[src/rtl/object_pkg.sv]
// Shared types for the object table: packed record layout, record width and shape ids.
// No logic; no latency or backpressure of its own.
// Record fields are MSB first in converter port order.
package object_pkg;

    localparam int OBJ_RECORD_W = 115;

    localparam logic [1:0] ID_NONE   = 2'd0;
    localparam logic [1:0] ID_CIRCLE = 2'd1;
    localparam logic [1:0] ID_LINE   = 2'd2;
    localparam logic [1:0] ID_RECT   = 2'd3;

    typedef struct packed {
        logic        is_static;
        logic [1:0]  id;
        logic [47:0] params;
        logic [15:0] pos_x;
        logic [15:0] pos_y;
        logic [15:0] vel_x;
        logic [15:0] vel_y;
    } obj_record_t;

endpackage

[src/rtl/free_slot_finder.sv]
// Finds the lowest clear bit of the occupancy bitmap.
// Purely combinational, zero latency; no backpressure.
module free_slot_finder #(
    parameter  int N     = 16,
    localparam int IDX_W = $clog2(N)
) (
    input  logic [N-1:0]     i_occ,
    output logic [IDX_W-1:0] o_free_idx,
    output logic             o_any_free
);

    // Scan downward so the last hit written is the lowest free index.
    always_comb begin
        o_free_idx = '0;
        o_any_free = 1'b0;
        for (int i = N - 1; i >= 0; i--) begin
            if (!i_occ[i]) begin
                o_free_idx = IDX_W'(i);
                o_any_free = 1'b1;
            end
        end
    end

endmodule

[src/rtl/object_table_writer.sv]
// Packs converted objects into records and stores them in the lowest free table slot.
// Latency: accept_out 2 cycles after valid_in sample; reads 1 cycle. ready_out low in COMMIT/CLEAR.
// Optional OBJ_DUP_FILTER_EN drops a record identical to the last accepted one.
module object_table_writer
    import object_pkg::*;
#(
    parameter  int MAX_OBJECTS = 16,
    localparam int IDX_W       = $clog2(MAX_OBJECTS)
) (
    input  logic                    clk_in,
    input  logic                    rst_in,
    input  logic                    valid_in,
    input  logic                    is_static_in,
    input  logic [1:0]              id_bits_in,
    input  logic [47:0]             params_in,
    input  logic [15:0]             pos_x_in,
    input  logic [15:0]             pos_y_in,
    input  logic [15:0]             vel_x_in,
    input  logic [15:0]             vel_y_in,
    output logic                    ready_out,
    input  logic                    clear_in,
    input  logic                    del_valid_in,
    input  logic [IDX_W-1:0]        del_idx_in,
    input  logic [IDX_W-1:0]        rd_idx_in,
    output logic [OBJ_RECORD_W-1:0] rd_data_out,
    output logic                    rd_occupied_out,
    output logic                    accept_out,
    output logic [IDX_W-1:0]        accept_idx_out,
    output logic                    drop_out,
    output logic [IDX_W:0]          count_out,
    output logic                    full_out
);

    localparam int CNT_W = IDX_W + 1;

    typedef enum logic [1:0] {ST_IDLE, ST_COMMIT, ST_CLEAR} state_t;

    state_t             r_state;
    logic [MAX_OBJECTS-1:0] r_occ;
    logic [CNT_W-1:0]   r_count;
    obj_record_t        r_rec;
    logic [IDX_W-1:0]   r_idx;
    logic [IDX_W-1:0]   r_sweep;
    logic               r_accept;
    logic [IDX_W-1:0]   r_accept_idx;
    logic               r_drop;
    obj_record_t        r_rd_data;
    logic               r_rd_occ;
    obj_record_t        r_mem [MAX_OBJECTS];

    obj_record_t        w_in_rec;
    logic [IDX_W-1:0]   w_free_idx;
    logic               w_any_free;
    logic               w_del_hit;
    logic               w_dup;
    logic               w_reject;
    logic               w_we;
    logic [IDX_W-1:0]   w_waddr;
    obj_record_t        w_wdata;

    assign w_in_rec = {is_static_in, id_bits_in, params_in, pos_x_in, pos_y_in, vel_x_in, vel_y_in};

    free_slot_finder #(.N(MAX_OBJECTS)) u_finder (
        .i_occ      (r_occ),
        .o_free_idx (w_free_idx),
        .o_any_free (w_any_free)
    );

`ifdef OBJ_DUP_FILTER_EN
    obj_record_t r_last_rec;
    logic        r_last_vld;
    assign w_dup = r_last_vld && (w_in_rec == r_last_rec);
`else
    assign w_dup = 1'b0;
`endif

    // Deleting an empty slot is a no-op; the sweep owns the bitmap during CLEAR.
    assign w_del_hit = del_valid_in && r_occ[del_idx_in] && (r_state != ST_CLEAR);
    assign w_reject  = (id_bits_in == ID_NONE) || !w_any_free || w_dup;

    assign w_we    = (r_state == ST_COMMIT) || (r_state == ST_CLEAR);
    assign w_waddr = (r_state == ST_COMMIT) ? r_idx : r_sweep;
    assign w_wdata = (r_state == ST_COMMIT) ? r_rec : '0;

    always_ff @(posedge clk_in) begin
        if (rst_in) begin
            r_state      <= ST_IDLE;
            r_occ        <= '0;
            r_count      <= '0;
            r_rec        <= '0;
            r_idx        <= '0;
            r_sweep      <= '0;
            r_accept     <= 1'b0;
            r_accept_idx <= '0;
            r_drop       <= 1'b0;
`ifdef OBJ_DUP_FILTER_EN
            r_last_rec   <= '0;
            r_last_vld   <= 1'b0;
`endif
        end else begin
            r_accept <= 1'b0;
            r_drop   <= 1'b0;
            case (r_state)
                ST_IDLE: begin
                    if (clear_in) begin
                        r_state <= ST_CLEAR;
                        r_sweep <= '0;
`ifdef OBJ_DUP_FILTER_EN
                        r_last_vld <= 1'b0;
`endif
                    end else begin
                        if (w_del_hit) begin
                            r_occ[del_idx_in] <= 1'b0;
                            r_count           <= r_count - CNT_W'(1);
                        end
                        // Free index comes from the pre-delete bitmap.
                        if (valid_in) begin
                            if (w_reject) begin
                                r_drop <= 1'b1;
                            end else begin
                                r_rec   <= w_in_rec;
                                r_idx   <= w_free_idx;
                                r_state <= ST_COMMIT;
                            end
                        end
                    end
                end
                ST_COMMIT: begin
                    r_occ[r_idx] <= 1'b1;
                    if (w_del_hit) begin
                        r_occ[del_idx_in] <= 1'b0;
                    end else begin
                        r_count <= r_count + CNT_W'(1);
                    end
                    r_accept     <= 1'b1;
                    r_accept_idx <= r_idx;
                    r_state      <= ST_IDLE;
`ifdef OBJ_DUP_FILTER_EN
                    r_last_rec   <= r_rec;
                    r_last_vld   <= 1'b1;
`endif
                end
                ST_CLEAR: begin
                    r_occ[r_sweep] <= 1'b0;
                    r_sweep        <= r_sweep + IDX_W'(1);
                    if (r_sweep == IDX_W'(MAX_OBJECTS - 1)) begin
                        r_count <= '0;
                        r_state <= ST_IDLE;
                    end
                end
                default: r_state <= ST_IDLE;
            endcase
        end
    end

    // Table storage is not reset; a reset cycle suppresses any pending write.
    always_ff @(posedge clk_in) begin
        if (!rst_in && w_we) begin
            r_mem[w_waddr] <= w_wdata;
        end
    end

    always_ff @(posedge clk_in) begin
        if (rst_in) begin
            r_rd_data <= '0;
            r_rd_occ  <= 1'b0;
        end else begin
            r_rd_data <= r_mem[rd_idx_in];
            r_rd_occ  <= r_occ[rd_idx_in];
        end
    end

    assign ready_out       = (r_state == ST_IDLE) && !clear_in;
    assign rd_data_out     = r_rd_data;
    assign rd_occupied_out = r_rd_occ;
    assign accept_out      = r_accept;
    assign accept_idx_out  = r_accept_idx;
    assign drop_out        = r_drop;
    assign count_out       = r_count;
    assign full_out        = (r_count == CNT_W'(MAX_OBJECTS));

endmodule

[config.mk]
export PLATFORM = sky130hd
export DESIGN_NAME = object_table_writer
export DESIGN_NICKNAME = d
export VERILOG_FILES = /design/src/rtl/object_pkg.sv /design/src/rtl/free_slot_finder.sv /design/src/rtl/object_table_writer.sv
export SDC_FILE = /design/constraint.sdc
export NUM_CORES = 2
export LEC_CHECK = 0
export BUFFER_PORTS_ARGS = -buffer_cell sky130_fd_sc_hd__buf_4
export CAP_MARGIN = 0
export CORE_MARGIN = 5
export CORE_UTILIZATION = 46
export CTS_CLUSTER_DIAMETER = 100
export DETAILED_ROUTE_END_ITERATION = 7
export PLACE_DENSITY_LB_ADDON = 0.05
export REMOVE_ABC_BUFFERS = 1
export SLEW_MARGIN = 40
export SYNTH_ARGS = -nofsm -noshare
export SYNTH_HDL_FRONTEND = slang
export SYNTH_SLANG_ARGS = --single-unit
[constraint.sdc]
create_clock -name clk_in -period 12.55 [get_ports clk_in]
set_input_delay 1.255 -clock clk_in [delete_from_list [all_inputs] [get_ports clk_in]]
set_output_delay 1.255 -clock clk_in [all_outputs]
set_load 0.02 [all_outputs]
==> results.yml <==
logic_synthesis:
  synth-edff-count: 1840
  avgSynthCellArea_um2: 20.85
  ys_warn_count: 0
  synth-async-reset-ratio_pct: 0
  netlist_area_mm2: 0.07952
  synthDistinctLibCells: 60
  synth_cells: 3815
  synth_ff_type: "edfxtp_1"
  ys_seq_area_share_pct: 76.23
  synth_seq_cells: 2108
final_layout:
  fin_area_mm2: 0.09225
  layout_commonest_cell: "edfxtp_1"
  n_fill_cell: 13300
  fin_nets: 4295
  drive_gt1_share_pct: 29.72
  area_growth_pct: 16.00
  layout_common_cells: "edfxtp_1 (1840), mux4_2 (580), buf_4 (270)"
power_and_ir_drop:
  vdd_drop_max_mv: 0.1269
  power.leakage_nw: 26.78
  p_per_area_mw_per_mm2: 160.3
floorplanning:
  die_h_um: 425.8
  die-area_mm2: 0.1813
  row_count: 152
  io_pins: 257
  core_area_mm2: 0.1717
  initial_core_util_pct: 46.31
  die_w_um: 425.8
placed_design:
  dp_slack_ns: 7.655
  io_buffers: 256
  post_dp_cell_area_mm2: 0.08496
  hpwl_um: 98180
  place_congestion: 0.7678
sta:
  final-setup-viol-count: 0
  rsz0062_at_grt: "no"
  fin_ws_ns: 7.778
  max_freq_mhz: 209.6
  layout_min_cycle_time_ns: 4.772
  setup-tns-final_ns: 0
  maxSlewViolCount: 0
  fin_crit_sh_pct: 38.02
  hold_viol_final: 0
  tightest_slew_ns: 0.8685
  fin_skew_ns: 0.02442
  slew_headroom_pct: 42.10
worst_setup_path:
  start_kind: "flip-flop"
  cp.required_ns: 12.99
  reg2reg_slack_ns: 7.78
  crit_family: "buffers and inverters"
  crit_chain: "inv_1 -> ha_4 -> inv_1 -> nand2_1 -> nand2_1 -> nor2_1 -> nand2_1 -> nor2_4 -> buf_4 -> buf_4"
  crit_path_top_delay_cell: "buf_4"
  worst-path-max-fanout: 49
  critPathArrivalTime_ns: 5.21
  end_kind: "flip-flop"
  crit_top_cell: "nand2_1"
  crit_type: "flip-flop to flip-flop"
  slowest_delay_ns: 0.78
  path_buf_inv: 4
global_routing:
  grt-ovfl-total: 0
  grt_pass1_vias: 40110
  grt_max_degree: 130
  grt_pass1_wl_um: 285600
  antenna_found_initial: 3
  globalRouteTotalUtil_pct: 21.94
clock_tree:
  cts_buffers: 217
  clock_path_buffers: 3
  cts_sinks: 2108
  cts_resized: 0
  htreeDepth: 4
  clk_pin_slew_ns: 0.06
  cts_tree: "yes"
  postCtsSetupBuffers: 0
  cts_hold_buf: 0
  clkLatencyLatePin_ns: 0.84
  cts_root_buf: "clkbuf_16"
route:
  drc: 0
  antenna_left: 0
  first_iter_violations: 3465
  wl_per_cell_um: 29.63
  vias: 37880
  detail_route.first_pass.iterations: 5
  drt_wl_total_um: 197400
  vias_per_cell: 5.687
hold_path:
  min_path_type: "flip-flop to flip-flop"
outcome:
  outcome: "completed"
flow_run:
  maxCapViolCount: 0
-- sequential cells by signal (all words and copies together), names as in the netlist --
| register | cells |
|---|---|
| r_sweep | 4 |
| r_rec | 115 |
| rd_occupied_out | 1 |
| r_state | 2 |
| accept_out | 1 |
| count_out | 5 |
| drop_out | 1 |
| accept_idx_out | 4 |
| r_idx | 4 |
| r_mem | 1840 |
| r_occ | 16 |
| rd_data_out | 115 |
-- cell families after synthesis --
| kind of cell | synth area share (%) |
|---|---|
| AO/OA/AOI/OAI | 1.817 |
| buffers and inverters | 1.234 |
| XOR/XNOR | 0.02203 |
| adder cells (fa/ha/maj) | 0.1982 |
| multiplexers | 16.59 |
| flip-flops | 76.23 |
| AND/OR/NAND/NOR | 3.911 |
-- stage by stage --
stage	hold WS, ns	instances	power, W	utilization, %
2_1_floorplan	0.4257	3596	0.008142	-
3_3_place_gp	0.4376	6218	0.008511	49.06
3_5_place_dp	0.4419	6243	0.008522	49.47
4_1_cts	0.4503	6654	0.01497	53.65
5_1_grt	0.4635	6657	0.01532	53.71
6_report	0.4472	6661	0.01479	53.71
-- worst paths after layout --
check / startpoint / endpoint / cells after the start
max reg2reg: r_state[1] / r_mem[0][65] / 10
min: r_rec[50] / r_rec[50] / 2
max: r_state[1] / r_mem[0][65] / 10
min reg2reg: r_rec[50] / r_rec[50] / 2
-- metal layers --
metal	part of all wire [%]	track usage [%]
met1	43	30.63
met2	50	36.54
met3	4.8	3.674
met4	2.0	5.242
met5	0	0
-- Yosys cell counts (all sizes together), types with 8 or more instances --
master | instances | area, um2
a21oi | 157 | 785.8
a221oi | 8 | 70.07
a31oi | 16 | 100.1
and2 | 117 | 732.0
buf | 72 | 369.1
clkbuf | 147 | 551.8
dfxtp | 268 | 5365
edfxtp | 1840 | 55250
ha | 11 | 137.6
inv | 16 | 60.06
mux2 | 8 | 101.3
mux4 | 580 | 13060
nand2 | 266 | 998.5
nand2b | 12 | 75.07
nand3 | 16 | 80.08
nor2 | 50 | 190.2
nor2b | 122 | 763.2
nor3 | 13 | 76.33
o21ai | 24 | 120.1
-- cell type report --
type                    instances  area (um2)  area share (%)
diodes                          4       10.01         0.01085
clock buffers                 292        5952           6.452
clock inverters               119        1234           1.337
inverters                      16       60.06         0.06511
multi-input cells            1472       18090           19.61
flip-flops and latches       2108       60620           65.71
well taps                    2310        2890           3.133
repair buffers                340        3388           3.673
-- power by group --
group / switching, W / leakage, nW / internal [W] / total, W
clock network: 0.00267 / 3.54 / 0.00376 / 0.00643
logic: 0.000396 / 6.62 / 0.000287 / 0.000684
registers: 0.0000461 / 16.6 / 0.00763 / 0.00767
total: 0.00312 / 26.8 / 0.0117 / 0.0148
-- worst reg2reg max path, stage by stage (launching register included) --
cell,delay [ns]
dfxtp_1,0.33
inv_1,0.12
ha_4,0.63
inv_1,0.53
nand2_1,0.19
nand2_1,0.07
nor2_1,0.15
nand2_1,0.25
nor2_4,0.60
buf_4,0.67
buf_4,0.80
Note: power is estimated with default switching activity, not from simulation.
